<file path="src/rtl/clk_period_meter.sv">
// clk_period_meter: measures the period and high time of a slow, asynchronous,
// clock-like input in fast clk cycles. It works either as a single shot or
// continuously, and returns to IDLE on timeout or abort.
module clk_period_meter #(
  parameter int CNT_W       = 32,
  parameter int TIMEOUT     = 50000000,
  parameter int SYNC_STAGES = 2
) (
  input  logic             clk,
  input  logic             rst,
  input  logic             sig_in,
  input  logic             start,
  input  logic             cont,
  input  logic             abort,
  output logic             busy,
  output logic             valid,
  output logic [CNT_W-1:0] period,
  output logic [CNT_W-1:0] high_time,
  output logic             timeout
);

  typedef enum logic [1:0] {IDLE, WAIT_FIRST, MEASURE} state_t;

  localparam logic [CNT_W-1:0] TMO = CNT_W'(TIMEOUT);
  localparam logic [CNT_W-1:0] ONE = CNT_W'(1);

  state_t state, state_d;

  logic [SYNC_STAGES-1:0] sync_q;
  logic                   s, prev, rise, fall;

  logic [CNT_W-1:0] cnt, cnt_d;
  logic [CNT_W-1:0] hi_r, hi_d;
  logic             cont_r, cont_d;
  logic [CNT_W-1:0] period_d, high_d;
  logic             valid_d, timeout_d;

  assign s    = sync_q[SYNC_STAGES-1];
  assign rise = s & ~prev;
  assign fall = ~s & prev;

  // Bring sig_in into the clk domain and keep one cycle of history for edge detection.
  always_ff @(posedge clk or posedge rst) begin
    if (rst) begin
      sync_q <= '0;
      prev   <= 1'b0;
    end else begin
      sync_q <= {sync_q[SYNC_STAGES-2:0], sig_in};
      prev   <= s;
    end
  end

  // FSM state register.
  always_ff @(posedge clk or posedge rst) begin
    if (rst) state <= IDLE;
    else     state <= state_d;
  end

  // Next state: abort wins over everything, then a rise event, then the timeout.
  always_comb begin
    state_d = state;
    if (abort) begin
      state_d = IDLE;
    end else begin
      case (state)
        IDLE:       if (start) state_d = WAIT_FIRST;
        WAIT_FIRST: begin
          if (rise)            state_d = MEASURE;
          else if (cnt == TMO) state_d = IDLE;
        end
        MEASURE: begin
          if (rise)            state_d = cont_r ? MEASURE : IDLE;
          else if (cnt == TMO) state_d = IDLE;
        end
        default:               state_d = IDLE;
      endcase
    end
  end

  // Counter, high-time capture and result values for the coming cycle.
  always_comb begin
    cnt_d     = cnt;
    hi_d      = hi_r;
    cont_d    = cont_r;
    period_d  = period;
    high_d    = high_time;
    valid_d   = 1'b0;
    timeout_d = 1'b0;
    if (!abort) begin
      case (state)
        IDLE: begin
          if (start) begin
            cnt_d  = ONE;
            cont_d = cont;
          end
        end
        WAIT_FIRST: begin
          if (rise) begin
            cnt_d = ONE;
            hi_d  = '0;
          end else if (cnt == TMO) begin
            timeout_d = 1'b1;
          end else begin
            cnt_d = cnt + ONE;
          end
        end
        MEASURE: begin
          if (fall) hi_d = cnt;
          if (rise) begin
            period_d = cnt;
            high_d   = hi_r;
            valid_d  = 1'b1;
            cnt_d    = ONE;
            hi_d     = '0;
          end else if (cnt == TMO) begin
            timeout_d = 1'b1;
          end else begin
            cnt_d = cnt + ONE;
          end
        end
        default: ;
      endcase
    end
  end

  // Register the datapath and outputs so busy/valid/timeout come out glitch-free.
  always_ff @(posedge clk or posedge rst) begin
    if (rst) begin
      cnt       <= '0;
      hi_r      <= '0;
      cont_r    <= 1'b0;
      period    <= '0;
      high_time <= '0;
      valid     <= 1'b0;
      timeout   <= 1'b0;
      busy      <= 1'b0;
    end else begin
      cnt       <= cnt_d;
      hi_r      <= hi_d;
      cont_r    <= cont_d;
      period    <= period_d;
      high_time <= high_d;
      valid     <= valid_d;
      timeout   <= timeout_d;
      busy      <= (state_d != IDLE);
    end
  end

endmodule

</file>
<file path="config.mk">
export PLATFORM = sky130hd
export DESIGN_NAME = clk_period_meter
export DESIGN_NICKNAME = d
export VERILOG_FILES = /design/src/rtl/clk_period_meter.sv
export SDC_FILE = /design/constraint.sdc
export NUM_CORES = 1
export LEC_CHECK = 0
export BUFFER_PORTS_ARGS = -buffer_cell sky130_fd_sc_hd__buf_2
export CAP_MARGIN = 15
export CORE_MARGIN = 10
export CORE_UTILIZATION = 58
export DETAILED_ROUTE_END_ITERATION = 12
export PLACE_DENSITY = 0.77
export SLEW_MARGIN = 25
export SYNTH_ARGS = -nofsm -noshare
export SYNTH_HDL_FRONTEND = slang
export SYNTH_SLANG_ARGS = --single-unit
</file>
<file path="constraint.sdc">
create_clock -name clk -period 5.35 [get_ports clk]
set_input_delay 0.535 -clock clk [delete_from_list [all_inputs] [get_ports clk]]
set_output_delay 0.535 -clock clk [all_outputs]
set_load 0.01 [all_outputs]
</file>
### Yosys cells after proc, flatten, opt, wreduce, memory -nomap -nowiden

Index checks and enable logic that the tools add are counted.

| word-level totals | value |
|---|---|
| bits in registers | 137 |
| output and inout port bits | 67 |
| logic and storage cells | 55 |

| operators by class | value |
|---|---|
| $add $sub $neg | 1 |
| equality and inequality tests | 7 |
| mux-type cells | 22 |
| bitwise operators | 5 |
| reduce and logical (&&, ||, !) cells | 9 |

Operators by type and width:

| kind | number |
|---|---|
| 2-to-1 mux 32 bit | 6 |
| one-hot mux 32 bit (2 select lines) | 2 |
| adder 32 x 1 -> 32 bit (second input constant) | 1 |
| == test 32 x 26 -> 1 bit (second input constant) | 1 |
| 2-to-1 mux 2 bit | 6 |
| AND reduction 4 bit | 2 |
| 2-to-1 mux 1 bit | 7 |
| != test 3 bit (second input constant) | 2 |
| one-hot mux 2 bit (3 select lines) | 1 |
| AND reduction 3 bit | 2 |
| nonzero test 2 bit | 3 |
| != test 2 bit (second input constant) | 2 |
| NOT 1 bit | 3 |
| bitwise AND 1 bit | 2 |
| == test 2 x 1 -> 1 bit (second input constant) | 1 |
| == test 2 bit (second input constant) | 1 |
| zero test 2 bit | 1 |
| OR reduction 2 bit | 1 |

### Depth between registers and ports, before layout

| depth | value |
|---|---|
| word-level depth | 6 |
| gate-level depth with buffers | 8 |
| depth with buffers taken out | 7 |

### Worst setup path before layout

OpenSTA, ideal clock, no wires.

| path | value |
|---|---|
| path kind | reg2reg |
| from | reg cnt[26] |
| to | reg cnt[13] |
| library setup time | 0.126 ns |
| data arrival time | 2.247 ns |
| slack | 2.977 ns |
| cell stages (with the launch flop) | 7 |
| path buffers | 1 |
| clock period less this slack | 2.373 ns |
| cells stage by stage | dfrtp_1 buf_6 or4_1 or4_4 nor3_4 nor2_4 a221o_1 |

| on the way | value |
|---|---|
| longest elaborated chain between the ends | 3 |

RTL lines:

| what | RTL line | source |
|---|---|---|
| start, declared | 32 | `logic [CNT_W-1:0] cnt, cnt_d;` |
| start signal, assigned | 138 | `cnt <= cnt_d;` |
| == test 32 x 26 -> 1 bit | 101, 115 |  |
| != test 3 bit (no source line) | n/a |  |
| AND reduction 4 bit (no source line) | n/a |  |

No other way between the ends.
A chain may end at the register's enable or synchronous reset.

### Final worst setup path

| path | value |
|---|---|
| from | reg state[0] |
| to | reg high_time[24] |

| on the way | value |
|---|---|
| longest elaborated chain between the ends | 2 |

RTL lines:

| what | RTL line | source |
|---|---|---|
| start, declared | 27 | `state_t state, state_d;` |
| start signal, assigned | 56 | `else state <= state_d;` |
| == test 2 bit | 90 | `case (state)` |
| AND reduction 3 bit (no source line) | n/a |  |
| end signal, assigned | 142 | `high_time <= high_d;` |
| end, declared | 18 | `output logic [CNT_W-1:0] high_time,` |

No other way between the ends.

==> results.md <==
* Most frequent CP cell: nand2_1
* Required time of the worst setup path at around 5800 ps
* Overall routed net length at 16,200 um
* Period utilisation layout at 0.567
* Most frequent cells in the layout: 196 x nand2_1, 137 x dfrtp_1, 72 x buf_2, 56 x o21ai_0, 27 x mux2_2
* Die Height at approximately 120 um
* Placed Cells at 813
* Initial antenna violation count at 0
* Peak supply drop at approximately 0.00025 V
* Row cnt at 37
* Period minus WS final at 3030 ps
* GRT Util Overall at 0.224
* Ranking of synthesized cells by area: dfrtp_1 56%, nand2_1 12%, mux2_2 4.9%, o21ai_0 4.5%, clkbuf_1 1.9%
* Post-CTS sizing at 0
* Vias at between 4,000 and 5,000
* Slew HR at 0.372
* Root Buffer: clkbuf_8
* Startpoint Class: register
* Nets@finish at ~700
* Crit-path max cell delay at slightly below 1000 ps
* Largest net degree at the start of global routing at 83
* Die ar. at between 0.015 and 0.02 mm2
* Die width at 123 um
* Slew of the pin with the lowest slew margin at roughly 940 ps
* I/O Pins at 73
* Synth warn at 0
* Distinct cells, synth at 53
* Clock skew at 8.93 ps
* PortBufs at 72
* H-tree levels at 4
* CP arrival at around 3400 ps
* Drt via density at around 5.9
* Crit. End Element: register
* Synth Area in Simple Gates at 0.241
* Gr ovfl total at 0
* Layout cell share with drive strength beyond 1 at 0.210
* Leakage at roughly 3.6 nW
* CORE AREA at between 0.01 and 0.015 mm2
* Clock sink count at ~140
* First-pass GRT wire length at roughly 27,000 um
* Post-synth ARST share at 1.00
* Clock Pin Slew Worst Setup and Hold Paths at about 60 ps
* # diodes at 0
* HP Class: primary input to register
* Max Root-Sink Buffers at 2
* Routed Antenna Nets at 0
* XOR/XNOR share of the synthesized area at 0.00142
* Most used DFF post-synth: dfrtp_1
* Post-DP HPWL at between 10,000 and 15,000 um
* Vias in the first global route at slightly below 5,000
* Final setup violating endpoints at 0
* CTS Buf Count at 17
* Maximum clock frequency at ~330 MHz
* Post-synthesis adder-cell area fraction at 0.0142
* Slew Viols, Final at 0
* Post-Syn Nets at ~660
* Hold WS at between 100 and 150 ps
* #FFs+latches synth at about 140
* Area of the mapped netlist at between 0.006 and 0.007 mm2
* Clk_lat worst skew at 520 ps
* Initial core utilization at 0.595
* CP max FO at 72
* P&R area growth vs syn at 17.0%
* Area fraction in compound gates after synthesis at 0.0955
* Filler cells at between 700 and 800
* Final setup TNS at 0 ps
* CTS Hold Bufs at 0
* DRC Markers at 0
* Drt initial violations at about 570
* Sequential-to-total area share from yosys stat at 0.555
* Cell count after synthesis at around 640
* Area leader, netlist: dfrtp_1
* Gp weighted congestion at between 0.9 and 1
* EDFF count, synth at 0
* 1st-pass router iterations at 8
* Commonest non-fill, non-tap cell in the layout: nand2_1
* Synthesized area per cell at 9.58 um2
* CP cell instances: inv_1 > ha_1 > nand3b_1 > buf_4 > clkinv_1 > nand2_1 > nand2_1
* Critical-path top delay cell: clkinv_1
* TritonCTS clock tree: done
* Routed WL per cell at roughly 19 um
* Status: finished clean
* Mux contribution to synthesized area at 0.0509
* MaxCap Viol Count at 0
* RSZ-0062 raised after global routing: no
* WS Path Type: register to register
* P per Cell Area at ~400 mW/mm2
* Largest family of logic cells by synthesized area: simple AND/OR/NAND/NOR gates
* Finished Layout Cells at about 850
* Post-CTS Setup Repair Bufs at 0
* Top cell type's share of synthesized area at 0.555
* Final hold viol count at 0
sequential cells by signal, indices dropped and copies added (netlist names), 2 cells and up:
name	cells
cnt	32
period	32
state	2
sync_q	2
hi_r	32
high_time	32
routing by layer:
metal  track usage  routed length [um]  up-vias
met5             0                   0        -
met3        0.0492                1100       23
met4        0.0735                 199        0
met1         0.316                7240     2412
li1              -                   -     2326
met2         0.337                7700      186
final timing paths:
kind,startpoint,end,slack [ps],cells after the start
hold reg to reg,sync_q[0],sync_q[1],350,0
hold / removal,sig_in,sync_q[0],120,1
max in group asynchronous,rst,period[4],3970,3
setup reg to reg,state[0],high_time[24],2320,7
min in group asynchronous,rst,high_time[16],140,2
setup / recovery,state[0],high_time[24],2320,7
cell families (layout without fill, tap and decap cells):
group           count (synthesis)  after routing
simple gates                  316            316
flops                         137            137
compound gates                 97             97
buf+inv                        58            123
mux                            28             28
fa+ha+maj                       7              7
xor+xnor                        1              1
critical path, delay by kind of cell, from the launching register on:
| family | cells | cell delay (ps) |
|---|---|---|
| adder cells (fa/ha/maj) | 1 | 280 |
| buffers and inverters | 3 | 1700 |
| flip-flops | 1 | 380 |
| AND/OR/NAND/NOR | 3 | 510 |
report_power, final:
group	total, W	internal, W	leakage (nW)	switching, W
logic	0.000357	0.000112	1.42	0.000245
clock network	0.00132	0.000878	0.323	0.000445
registers	0.00117	0.00110	1.89	0.0000680
total	0.00285	0.00209	3.63	0.000758
stage by stage:
stage	setup slack, ps	utilization	power (W)	area (um2)
final	2320	0.696	0.00285	7220
after global placement	2590	0.631	0.00153	6550
after floorplan	1150	-	0.00142	6170
after detailed placement	2520	0.631	0.00154	6550
after CTS	2500	0.695	0.00286	7210
after global routing	2000	0.696	0.00297	7220
Yosys cell counts (3+ instances only):
master and count:
dfrtp_1 137, nand2_1 196, nor2b_1 5, nand3_1 17, nor4b_1 4, nor4_1 11, ha_1 7, or2_2 3
nand2b_1 3, or4_1 5, buf_1 3, a221o_1 8, nand4_1 14, o21ai_0 56, buf_2 6, a31oi_1 3
mux2_2 27, a21oi_1 9, nor2_1 18, a21o_1 4, and4_1 6, nor3_1 16, inv_1 14, o31ai_1 6
clkbuf_1 32
area by class of cell:
class	instances	area (um2)	share of cell area
inverters	14	57.6	0.00797
flip-flops and latches	137	3430	0.475
multi-input cells	449	2500	0.346
well taps	136	170	0.0236
repair buffers	77	398	0.0551
clock buffers	21	449	0.0622
clock inverters	11	215	0.0298
(Power assumes the default switching activity.)
